File: src/rtl/belief_normalizer_pkg.sv
// Shared types and constants for the belief normaliser: Q2.14 constants,
// data width, the controller state encoding and an input clamp helper.
package belief_normalizer_pkg;

    localparam int DATA_W = 16;

    // Q2.14 unity and the largest positive Q2.14 value.
    localparam logic [DATA_W-1:0] ONE  = 16'd16384;
    localparam logic [DATA_W-1:0] QMAX = 16'd32767;

    typedef enum logic [2:0] {
        ST_LOAD   = 3'd0,
        ST_SCALE  = 3'd1,
        ST_ISSUE  = 3'd2,
        ST_WAIT   = 3'd3,
        ST_BYPASS = 3'd4,
        ST_EMIT   = 3'd5
    } state_t;

    // Negative similarities carry no belief mass; clamp them to zero.
    function automatic logic [DATA_W-1:0] clamp_nonneg(input logic signed [DATA_W-1:0] x);
        return x[DATA_W-1] ? '0 : x;
    endfunction

endpackage

File: src/rtl/belief_normalizer_if.sv
// Bundles the input stream, output stream, divider link and status of the
// belief normaliser.
//
// Handshake rule for both streams: a transfer happens on a rising clk edge
// where valid and ready are both high; a producer holding valid keeps its
// data (and last) stable until that transfer, and never retracts valid.
// The divider link is a one-cycle div_en start pulse answered later by a
// one-cycle div_flag pulse carrying div_quotient.
interface belief_normalizer_if;
    import belief_normalizer_pkg::*;

    logic                     in_valid;
    logic                     in_ready;
    logic signed [DATA_W-1:0] in_data;

    logic                     out_valid;
    logic                     out_ready;
    logic signed [DATA_W-1:0] out_data;
    logic                     out_last;

    logic                     div_en;
    logic signed [DATA_W-1:0] div_dividend;
    logic signed [DATA_W-1:0] div_division;
    logic signed [DATA_W-1:0] div_quotient;
    logic                     div_flag;

    logic                     busy;
    logic                     err;
    state_t                   dbg_state;

    // Normaliser side.
    modport slave (
        input  in_valid, in_data, out_ready, div_quotient, div_flag,
        output in_ready, out_valid, out_data, out_last,
               div_en, div_dividend, div_division, busy, err, dbg_state
    );

    // Environment side: upstream source, downstream sink and divider.
    modport master (
        output in_valid, in_data, out_ready, div_quotient, div_flag,
        input  in_ready, out_valid, out_data, out_last,
               div_en, div_dividend, div_division, busy, err, dbg_state
    );

endinterface

File: src/rtl/belief_normalizer_frame_buf.sv
// N x 16 frame buffer. Write pointer cnt fills the frame in arrival order;
// read pointer idx walks it during normalisation. rd_peek shows the element
// idx will point at after this edge, so the controller can decide the next
// element's path in the same cycle it advances.
module norm_frame_buf
    import belief_normalizer_pkg::*;
#(
    parameter int N     = 8,
    parameter int IDX_W = $clog2(N)
) (
    input  logic              clk,
    input  logic              rst,
    input  logic              wr_en,
    input  logic [DATA_W-1:0] wr_data,
    input  logic              rd_home,
    input  logic              rd_adv,
    input  logic              clr,
    output logic [IDX_W-1:0]  cnt,
    output logic [IDX_W-1:0]  idx,
    output logic              last_wr,
    output logic              last_rd,
    output logic [DATA_W-1:0] rd_peek
);

    logic [DATA_W-1:0] mem [N];
    logic [IDX_W-1:0]  idx_nxt;

    // Next read pointer: frame clear or rewind wins over advance.
    always_comb begin
        idx_nxt = idx;
        if (clr || rd_home) begin
            idx_nxt = '0;
        end else if (rd_adv) begin
            idx_nxt = idx + 1'b1;
        end
    end

    assign rd_peek = mem[idx_nxt];
    assign last_wr = (cnt == IDX_W'(N - 1));
    assign last_rd = (idx == IDX_W'(N - 1));

    // Storage and pointers; reset discards the whole frame.
    always_ff @(posedge clk) begin
        if (rst) begin
            cnt <= '0;
            idx <= '0;
            for (int i = 0; i < N; i++) begin
                mem[i] <= '0;
            end
        end else begin
            if (clr) begin
                cnt <= '0;
            end else if (wr_en) begin
                mem[cnt] <= wr_data;
                cnt      <= cnt + 1'b1;
            end
            idx <= idx_nxt;
        end
    end

endmodule

File: src/rtl/belief_normalizer.sv
// Belief normaliser: gathers N clamped Q2.14 values, scales the frame sum
// into the divider's range and emits element/sum quotients in input order
// through an external divider. Elements that are zero, or frames whose sum
// is zero, skip the divider.
module belief_normalizer
    import belief_normalizer_pkg::*;
#(
    parameter int N           = 8,
    parameter int DIV_TIMEOUT = 32
) (
    input  logic clk,
    input  logic rst,
    belief_normalizer_if.slave bus
);

    localparam int LOG_N = $clog2(N);
    localparam int ACC_W = DATA_W + LOG_N;
    localparam int K_W   = $clog2(LOG_N + 1);
    localparam int T_W   = $clog2(DIV_TIMEOUT + 1);

    localparam logic [DATA_W-1:0] UNIFORM = ONE >> LOG_N;

    state_t            state;
    logic [ACC_W-1:0]  acc;
    logic [K_W-1:0]    k;
    logic [T_W-1:0]    tmo_cnt;
    logic              out_valid_q;
    logic              out_last_q;
    logic [DATA_W-1:0] out_data_q;
    logic              div_en_q;
    logic [DATA_W-1:0] div_dividend_q;
    logic [DATA_W-1:0] div_division_q;
    logic              err_q;

    logic              accept;
    logic              emit_fire;
    logic              scale_done;
    logic [DATA_W-1:0] in_clamped;
    logic [LOG_N-1:0]  cnt;
    logic [LOG_N-1:0]  idx;
    logic              last_wr;
    logic              last_rd;
    logic [DATA_W-1:0] rd_peek;
    logic [DATA_W-1:0] elem;
    logic              dec_bypass;
    logic [DATA_W-1:0] dec_data;

    assign accept     = (state == ST_LOAD) && bus.in_valid;
    assign emit_fire  = (state == ST_EMIT) && out_valid_q && bus.out_ready;
    assign scale_done = (state == ST_SCALE) && (acc <= ACC_W'(QMAX));
    assign in_clamped = clamp_nonneg(bus.in_data);

    norm_frame_buf #(.N(N), .IDX_W(LOG_N)) u_buf (
        .clk     (clk),
        .rst     (rst),
        .wr_en   (accept),
        .wr_data (in_clamped),
        .rd_home (scale_done),
        .rd_adv  (emit_fire && !last_rd),
        .clr     (emit_fire && last_rd),
        .cnt     (cnt),
        .idx     (idx),
        .last_wr (last_wr),
        .last_rd (last_rd),
        .rd_peek (rd_peek)
    );

    // Per-element path: a zero sum means a uniform belief; a zero element
    // needs no division; anything else goes to the divider.
    always_comb begin
        elem       = rd_peek >> k;
        dec_bypass = 1'b0;
        dec_data   = '0;
        if (acc == '0) begin
            dec_bypass = 1'b1;
            dec_data   = UNIFORM;
        end else if (elem == '0) begin
            dec_bypass = 1'b1;
        end
    end

    // Controller: frame collection, sum scaling, divider sequencing, emit.
    always_ff @(posedge clk) begin
        if (rst) begin
            state          <= ST_LOAD;
            acc            <= '0;
            k              <= '0;
            tmo_cnt        <= '0;
            out_valid_q    <= 1'b0;
            out_last_q     <= 1'b0;
            out_data_q     <= '0;
            div_en_q       <= 1'b0;
            div_dividend_q <= '0;
            div_division_q <= '0;
            err_q          <= 1'b0;
        end else begin
            div_en_q <= 1'b0;
            case (state)
                ST_LOAD: begin
                    if (accept) begin
                        acc <= acc + ACC_W'(in_clamped);
                        if (last_wr) begin
                            state <= ST_SCALE;
                            k     <= '0;
                        end
                    end
                end
                ST_SCALE: begin
                    if (!scale_done) begin
                        acc <= acc >> 1;
                        k   <= k + 1'b1;
                    end else if (dec_bypass) begin
                        state      <= ST_BYPASS;
                        out_data_q <= dec_data;
                    end else begin
                        state          <= ST_ISSUE;
                        div_en_q       <= 1'b1;
                        div_dividend_q <= elem;
                        div_division_q <= acc[DATA_W-1:0];
                    end
                end
                ST_ISSUE: begin
                    state   <= ST_WAIT;
                    tmo_cnt <= '0;
                end
                ST_WAIT: begin
                    if (bus.div_flag) begin
                        state       <= ST_EMIT;
                        out_data_q  <= bus.div_quotient;
                        out_valid_q <= 1'b1;
                        out_last_q  <= last_rd;
                    end else if (tmo_cnt == T_W'(DIV_TIMEOUT - 1)) begin
                        state       <= ST_EMIT;
                        out_data_q  <= '0;
                        out_valid_q <= 1'b1;
                        out_last_q  <= last_rd;
                        err_q       <= 1'b1;
                    end else begin
                        tmo_cnt <= tmo_cnt + 1'b1;
                    end
                end
                ST_BYPASS: begin
                    state       <= ST_EMIT;
                    out_valid_q <= 1'b1;
                    out_last_q  <= last_rd;
                end
                ST_EMIT: begin
                    if (emit_fire) begin
                        out_valid_q <= 1'b0;
                        out_last_q  <= 1'b0;
                        if (last_rd) begin
                            state <= ST_LOAD;
                            acc   <= '0;
                            k     <= '0;
                        end else if (dec_bypass) begin
                            state      <= ST_BYPASS;
                            out_data_q <= dec_data;
                        end else begin
                            state          <= ST_ISSUE;
                            div_en_q       <= 1'b1;
                            div_dividend_q <= elem;
                            div_division_q <= acc[DATA_W-1:0];
                        end
                    end
                end
                default: begin
                    state <= ST_LOAD;
                end
            endcase
        end
    end

    assign bus.in_ready     = (state == ST_LOAD);
    assign bus.busy         = (state != ST_LOAD);
    assign bus.out_valid    = out_valid_q;
    assign bus.out_last     = out_last_q;
    assign bus.out_data     = out_data_q;
    assign bus.div_en       = div_en_q;
    assign bus.div_dividend = div_dividend_q;
    assign bus.div_division = div_division_q;
    assign bus.err          = err_q;
    assign bus.dbg_state    = state;

endmodule
File: src/flat_wrapper.sv
// flat-port wrapper written by rule: the top's interface ports become plain ports
module belief_normalizer_flat import belief_normalizer_pkg::*;
#(
    parameter int N           = 8,
    parameter int DIV_TIMEOUT = 32
)
  (clk, rst, bus_in_valid, bus_in_data, bus_out_ready, bus_div_quotient, bus_div_flag, bus_in_ready, bus_out_valid, bus_out_data, bus_out_last, bus_div_en, bus_div_dividend, bus_div_division, bus_busy, bus_err, bus_dbg_state);
  belief_normalizer_if bus_i ();
  input  logic clk;
  input  logic rst;
  input wire logic [$bits(bus_i.in_valid)-1:0] bus_in_valid;
  input wire logic [$bits(bus_i.in_data)-1:0] bus_in_data;
  input wire logic [$bits(bus_i.out_ready)-1:0] bus_out_ready;
  input wire logic [$bits(bus_i.div_quotient)-1:0] bus_div_quotient;
  input wire logic [$bits(bus_i.div_flag)-1:0] bus_div_flag;
  output wire logic [$bits(bus_i.in_ready)-1:0] bus_in_ready;
  output wire logic [$bits(bus_i.out_valid)-1:0] bus_out_valid;
  output wire logic [$bits(bus_i.out_data)-1:0] bus_out_data;
  output wire logic [$bits(bus_i.out_last)-1:0] bus_out_last;
  output wire logic [$bits(bus_i.div_en)-1:0] bus_div_en;
  output wire logic [$bits(bus_i.div_dividend)-1:0] bus_div_dividend;
  output wire logic [$bits(bus_i.div_division)-1:0] bus_div_division;
  output wire logic [$bits(bus_i.busy)-1:0] bus_busy;
  output wire logic [$bits(bus_i.err)-1:0] bus_err;
  output wire logic [$bits(bus_i.dbg_state)-1:0] bus_dbg_state;
  assign bus_i.in_valid = bus_in_valid;
  assign bus_i.in_data = bus_in_data;
  assign bus_i.out_ready = bus_out_ready;
  assign bus_i.div_quotient = bus_div_quotient;
  assign bus_i.div_flag = bus_div_flag;
  assign bus_in_ready = bus_i.in_ready;
  assign bus_out_valid = bus_i.out_valid;
  assign bus_out_data = bus_i.out_data;
  assign bus_out_last = bus_i.out_last;
  assign bus_div_en = bus_i.div_en;
  assign bus_div_dividend = bus_i.div_dividend;
  assign bus_div_division = bus_i.div_division;
  assign bus_busy = bus_i.busy;
  assign bus_err = bus_i.err;
  assign bus_dbg_state = bus_i.dbg_state;
  belief_normalizer #(.N(N), .DIV_TIMEOUT(DIV_TIMEOUT)) u_core (.clk(clk), .rst(rst), .bus(bus_i));
endmodule
File: config.mk
export PLATFORM = sky130hd
export DESIGN_NAME = belief_normalizer_flat
export DESIGN_NICKNAME = d
export VERILOG_FILES = /design/src/rtl/belief_normalizer_pkg.sv /design/src/rtl/belief_normalizer_if.sv /design/src/rtl/belief_normalizer_frame_buf.sv /design/src/rtl/belief_normalizer.sv /design/src/flat_wrapper.sv
export SDC_FILE = /design/constraint.sdc
export NUM_CORES = 1
export LEC_CHECK = 0
export CAP_MARGIN = 15
export CORE_MARGIN = 2
export CORE_UTILIZATION = 59
export DETAILED_ROUTE_END_ITERATION = 12
export HOLD_SLACK_MARGIN = 0.08
export PLACE_DENSITY = 0.8
export SETUP_SLACK_MARGIN = 0.05
export SYNTH_ARGS = -nofsm -noshare
export SYNTH_HDL_FRONTEND = slang
export SYNTH_HIERARCHICAL = 1
export SYNTH_SLANG_ARGS = --single-unit
export TNS_END_PERCENT = 100
File: constraint.sdc
create_clock -name clk -period 6.2 [get_ports clk]
set_input_delay 0.62 -clock clk [delete_from_list [all_inputs] [get_ports clk]]
set_output_delay 0.62 -clock clk [all_outputs]
set_load 0.1 [all_outputs]
; ---- After elaboration in Yosys (flattened, before gate mapping)
; Memory sizes are Yosys's and may differ from the RTL's.
; Index checks and enable logic that the tools add are counted.
[totals]
wordCells = 134
memories = 1
ramBits = 120
input_bits = 37
register_bits = 88
[classes]
eq_ne = 18
addsub = 5
mux = 67
n_reduce_logical = 27
shifts = 1
bitwise_logic = 1
order_cmp = 1
[memory_table]
columns = memory, depth, width, rd, rd_ports_with_merged_regs, write_ports, line
row1 = u_core.u_buf.mem, 8, 15, 1, 0, 8, belief_normalizer_frame_buf.sv:25  ; logic [DATA_W-1:0] mem [N];
[ops]
columns = op, n
row1 = $mux 16, 14
row2 = $mux 19, 4
row3 = $pmux 16 s2, 2
row4 = $pmux 19 s3, 1
row5 = $pmux 16 s3, 1
row6 = $mux 3, 11
row7 = $mux 15, 2
row8 = $add 19x16->19, 1
row9 = $le 19x15->1 const B, 1
row10 = $logic_not 19->1, 1
row11 = $mux 1, 18
row12 = $pmux 3 s6, 1
row13 = $logic_not 16->1, 1
row14 = $shr 16x2->16, 1
row15 = $reduce_and 5->1, 3
row16 = $reduce_or 15->1, 1
row17 = $eq 3x3->1 const B, 4
row18 = $mux 12, 1
row19 = $mux 6, 2
row20 = $pmux 6 s2, 1
row21 = $reduce_bool 3->1, 4
row22 = $mux 2, 5
row23 = $ne 2x2->1 const B, 5
row24 = $reduce_and 3->1, 3
row25 = other kinds (20), 32

; ---- Longest topological paths before layout
; An unclocked memory read counts as a cell.
[depth]
depth_word = 15
depth_mapped = 21

; ---- Hierarchy
; The synthesis kept the hierarchy.
[modules_own_cells]
columns = module, area_each_um2, cells_per_inst, instances
row1 = norm_frame_buf, 6328.6, 453, 1
row2 = belief_normalizer, 4636.9, 524, 1

; ---- Least setup slack after synthesis
; No wires, ideal clock.
[synth_path]
path_kind = register -> register
start = register u_core.state[0] (netlist: u_core/bus.dbg_state[0])
end = register u_core.div_dividend_q[10] (netlist: u_core/bus.div_dividend[10])
setup_ps = 128
stages_incl_launch_ff = 21
n_path_buf = 6
path_slack_ps = 868
period_less_slack_ps = 5332
arrival_time_ps = 5204
cell_sequence = dfxtp_1 -> clkbuf_1 -> nor2b_1 -> clkbuf_1 -> nand3_1 -> nor2_1 -> buf_6 -> mux2_2 -> nor3_4 -> buf_2 -> a32o_1 -> a221oi_2 -> mux4_1 -> nor4_2 -> o2111ai_1 -> a2111o_1 -> nand3_2 -> buf_6 -> buf_12 -> mux2i_1 -> nor2_1
[synth_via]
elab_chain_cells = 15
word_cells_on_any_way = 25
[synth_lines]
columns = element, line
row1 = start: declaration, belief_normalizer.sv:23  ; state_t state;
row2 = start signal: assignment, belief_normalizer.sv:85  ; state <= ST_LOAD;
row3 = start signal: assignment, belief_normalizer.sv:103  ; state <= ST_SCALE;
row4 = start signal: assignment, belief_normalizer.sv:113  ; state <= ST_BYPASS;
row5 = $eq 3x3->1, belief_normalizer.sv:49  ; assign emit_fire = (state == ST_EMIT) && out_valid_q && bus.out_ready;
row6 = $logic_and 1x1->1 (2 in a row), belief_normalizer.sv:49
row7 = $logic_and 1x1->1 (on tied branches), "belief_normalizer.sv:59, belief_normalizer.sv:60"
row8 = $mux 3 or $logic_or 1x1->1 (tied branches), "belief_normalizer_frame_buf.sv:33, belief_normalizer_frame_buf.sv:31"
row9 = $mux 3 *, belief_normalizer_frame_buf.sv:31  ; if (clr || rd_home) begin
row10 = $mem_v2 8x15 *, -
row11 = via u_core.rd_peek[8], belief_normalizer.sv:43  ; logic [DATA_W-1:0] rd_peek;
row12 = $shr 16x2->16 *, belief_normalizer.sv:71  ; elem = rd_peek >> k;
row13 = $logic_not 16->1, belief_normalizer.sv:77  ; end else if (elem == '0) begin
row14 = $mux 1, belief_normalizer.sv:77
row15 = $mux 1, belief_normalizer.sv:74  ; if (acc == '0) begin
row16 = $mux 16 *, "belief_normalizer.sv:112, belief_normalizer.sv:155"
row17 = $mux 16, belief_normalizer.sv:151  ; if (last_rd) begin
row18 = $mux 16, belief_normalizer.sv:148  ; if (emit_fire) begin
row19 = $pmux 16 s2 *, belief_normalizer.sv:98  ; case (state)
row20 = end signal: assignment, belief_normalizer.sv:118  ; div_dividend_q <= elem;
row21 = end signal: assignment, belief_normalizer.sv:161  ; div_dividend_q <= elem;
row22 = end: declaration, belief_normalizer.sv:31  ; logic [DATA_W-1:0] div_dividend_q;
; Mark *: on every way through the listed nets, which the timed path passes. The rest lies on a longest branch. The select of a mux whose other input is x is not followed.
; A chain may end at the register's enable or synchronous reset.

; ---- Final worst setup path
[layout_path]
start = register u_core.state[0] (netlist: u_core/bus.dbg_state[0])
end = register u_core.div_division_q[10] (netlist: u_core/bus.div_division[10])
[layout_via]
elab_chain_cells = 15
word_cells_on_any_way = 25
[layout_lines]
columns = element, line
row1 = $eq 3x3->1, belief_normalizer.sv:49
row2 = $logic_and 1x1->1 (2 in a row), belief_normalizer.sv:49
row3 = $logic_and 1x1->1 (on tied branches), "belief_normalizer.sv:59, belief_normalizer.sv:60"
row4 = $mux 3 or $logic_or 1x1->1 (tied branches), "belief_normalizer_frame_buf.sv:33, belief_normalizer_frame_buf.sv:31"
row5 = $mux 3 *, belief_normalizer_frame_buf.sv:31
row6 = $mem_v2 8x15 *, -
row7 = via u_core.rd_peek[8], belief_normalizer.sv:43
row8 = $shr 16x2->16 *, belief_normalizer.sv:71
row9 = $logic_not 16->1 *, belief_normalizer.sv:77
row10 = $mux 1 *, belief_normalizer.sv:77
row11 = $mux 1 *, belief_normalizer.sv:74
row12 = $mux 16 *, -
row13 = $mux 16 (2 in a row), -
row14 = $pmux 16 s2 *, belief_normalizer.sv:98
row15 = end signal: assignment, belief_normalizer.sv:119  ; div_division_q <= acc[DATA_W-1:0];
row16 = end signal: assignment, belief_normalizer.sv:162  ; div_division_q <= acc[DATA_W-1:0];
row17 = end: declaration, belief_normalizer.sv:32  ; logic [DATA_W-1:0] div_division_q;
; Marked as above.

==> results by group <==
Outcome
  – Status: complete, no violations

Clocking
  – Clk sinks: 216
  – Hold-fix buffers, CTS: 0
  – Level count of the clock H-tree: 1
  – Worst-case clock buffer depth: 3
  – Skew-Pair Late Insertion Delay: around 500 ps
  – Reg clk slew, reported paths: 60 ps
  – Post-CTS sizing: 0
  – # Post-CTS Setup Buffers: 0
  – Root buffer cell: clkbuf_16
  – Total CTS buffers: 23
  – TritonCTS clock tree: yes

Critical path
  – Worst Setup Path Type: register to register
  – CP arrival: 5720 ps
  – CP startpoint kind: register
  – Worst path required time: ~6600 ps
  – Worst setup EP type: register
  – Crit Path Max Fanout: 25

Final layout
  – Post-layout util: just over 70%
  – Final-stage net count: 1123
  – Finished Layout Cells: 1311
  – Design Area, Final: ~13000 um2
  – Synthesis-to-layout area growth: 16.80%
  – Share of layout cells above drive strength 1: 9.797%
  – Fillers: 1306
  – # diodes: 0

Pwr
  – PwrDens: 253.4 nW/um2
  – Lkg Pwr: 0.005193 uW
  – Total power: 3246 uW
  – Max VDD drop: 0.0002371 V

Detailed routing
  – DRT Wirelength: 25860 um
  – Drc violations: 0
  – Routed Antenna Nets: 0
  – Starting DRC count in detailed routing: 828
  – Drt via density: between 6 and 7
  – Routed WL per cell: 19.72 um
  – DR vias: between 8000 and 9000
  – Drt pass-1 iters: 5

Yosys
  – Post-synth EDFFs: 128
  – Number of distinct library cells after synthesis: a little under 80
  – Sequential area share after synthesis: 51.12%
  – Flops & latches, synth: about 220
  – Asr flop ratio synth: 0%
  – Predominant post-synthesis flop cell: edfxtp_1
  – Post-synthesis instance total: between 900 and 1000
  – Yosys warns: 6
  – Area of the mapped netlist: around 11000 um2
  – Avg Inst Size Synth: 11.22 um2
  – Dominant cell type by area after synthesis: edfxtp_1
  – Post-synth top area share: about a third
  – Top cells by area, synth: edfxtp_1 35%, dfxtp_1 16%, and2_1 7.5%

Global routing
  – Global-route wire length before repair: 40750 um
  – Total GRT Usage: 26.12%
  – GRT overflow: 0
  – Number of global-route vias before repair: 7577
  – Pin count of the biggest net entering global routing: 86
  – Initial antenna violation count: 0

Place
  – Placed insts: around 1300
  – Placed cell areas: around 12000 um2
  – HPWL after DPL: 17570 um
  – PortBufs: 93
  – Final Wtd Congestion: roughly 0.9

STA
  – Post-route clock period utilization: approximately 86%
  – RSZ-0062 raised after global routing: no
  – Worst-Margin Slew: 1173 ps
  – Max frequency: 186.7 MHz
  – Final hold vios: 0
  – Max transition margin: ~22%
  – Final setup violation count: 0
  – Setup TNS: 0 ps
  – Min cycle time layout: 5356 ps
  – Clock skew: between 9 and 10 ps
  – Fin. max-slew vios: 0

Die
  – Row count: 49
  – Die X-Extent: 140.3 um
  – I/O pin total: 94
  – Std-Cell Core Area: 18090 um2
  – Die H: 140.3 um
  – Starting Density: 60.63%
  – Die area: ~20000 um2

Worst hold path
  – Worst Hold Class: register to register

Run
  – Max cap viols: 0
## cell usage in the layout, fill, tap and decap left out, types with 24 or more instances in the layout
cell / count
mux2i_1: 80
dfxtp_1: 88
and2_1: 132
edfxtp_1: 128
o21ai_0: 33
nand3_1: 24
clkdlybuf4s50_1: 92
nor2_1: 87
clkbuf_16: 24
nand2_1: 41
a21oi_1: 31
## synth_stat cells (all sizes together) (3+ instances only)
library cell,number
or3,5
a22oi,4
dfxtp,88
buf,23
nand4,7
and3,3
a22o,17
a221oi,23
ha,20
nand3,25
or2,11
a211oi,7
mux2i,81
mux2,6
nand2,42
o211ai,3
a21oi,31
or4,3
nor4,6
a32o,15
nor3,22
clkbuf,34
a21o,5
o31ai,3
xor2,10
a31oi,14
o21ai,33
inv,10
nand2b,8
nor2,90
edfxtp,128
nor2b,21
mux4,10
xnor2,6
and2,132
## worst max-delay path, cell delays in order, from the launching register on
cell and delay, ps:
dfxtp_1 680, nor2b_1 200, buf_4 220, nand3_1 130, nor2_1 400, xnor2_4 380
buf_4 350, mux2i_1 390, a32o_1 220, a221oi_2 80, mux4_1 570, nor4_2 290
o2111ai_1 140, a2111o_1 450, nand3_2 110, buf_4 280, mux2i_1 240, nor2_1 60
## registers in the layout, summed over array words and instances (netlist names), 3 cells and up
name	cells
u_core/acc	19
u_core/bus.dbg_state	3
u_core/bus.div_dividend	16
u_core/bus.div_division	16
u_core/bus.out_data	16
u_core/tmo_cnt	6
u_core/u_buf/cnt	3
u_core/u_buf/idx	3
u_core/u_buf/mem	128
## worst paths after layout
path	from	end	slack [ps]	cells past startpoint
worst max register to register	u_core/bus.dbg_state[0]$_SDFFE_PP0P_	u_core/bus.div_division[10]$_SDFFE_PP0P_	840	17
worst min register to register	u_core/bus.div_dividend[15]$_SDFFE_PP0P_	u_core/bus.div_dividend[15]$_SDFFE_PP0P_	460	2
worst max-delay path	u_core/bus.dbg_state[0]$_SDFFE_PP0P_	u_core/bus.div_division[10]$_SDFFE_PP0P_	840	17
worst min-delay path	u_core/bus.div_dividend[15]$_SDFFE_PP0P_	u_core/bus.div_dividend[15]$_SDFFE_PP0P_	460	2
## where the power goes
group	total, uW	switching (uW)	internal [uW]	leakage (uW)
combinational	244	148	96.4	0.00275
clock	1410	548	858	0.000400
sequential	1600	28.2	1570	0.00204
## layout make-up
type | count | area, um2 | share of cell area (%)
Inverter | 10 | 37.54 | 0.2931
Sequential cell | 216 | 5605 | 43.77
Clock inverter | 10 | 102.6 | 0.8011
Multi-Input combinational cell | 701 | 5011 | 39.13
Tap cell | 229 | 286.5 | 2.237
Timing Repair Buffer | 113 | 1076 | 8.402
Clock buffer | 32 | 688.2 | 5.373
## per-layer routing
metal  GRT usage (%)  vias to the layer above  share of wire (%)
li1                -                     3779                  -
met1           38.08                     3802                 42
met2           42.49                      395                 47
met3           3.453                       42                9.4
met4           5.157                        0                1.6
met5               0                        -                  0
## per-stage QoR
| step | hold WS, ps | setup WS (ps) |
|---|---|---|
| floorplan | 471.5 | 868.2 |
| global placement | 447.8 | 827.2 |
| detailed placement | 453.0 | 725.1 |
| CTS | 459.4 | 910.4 |
| global route | 493.2 | 552.8 |
| finish | 461.9 | 844.0 |
## cells by family after synthesis
| kind of cell | count (synthesis) | share of synthesized area [%] |
|---|---|---|
| flops | 216 | 51.12 |
| simple gates | 381 | 18.78 |
| xor+xnor | 16 | 1.518 |
| fa+ha+maj | 21 | 2.465 |
| mux | 97 | 10.25 |
| other cells | 1 | 0.03420 |
| compound gates | 178 | 12.31 |
| buf+inv | 67 | 3.526 |
Power figures use the tool's default switching activity.
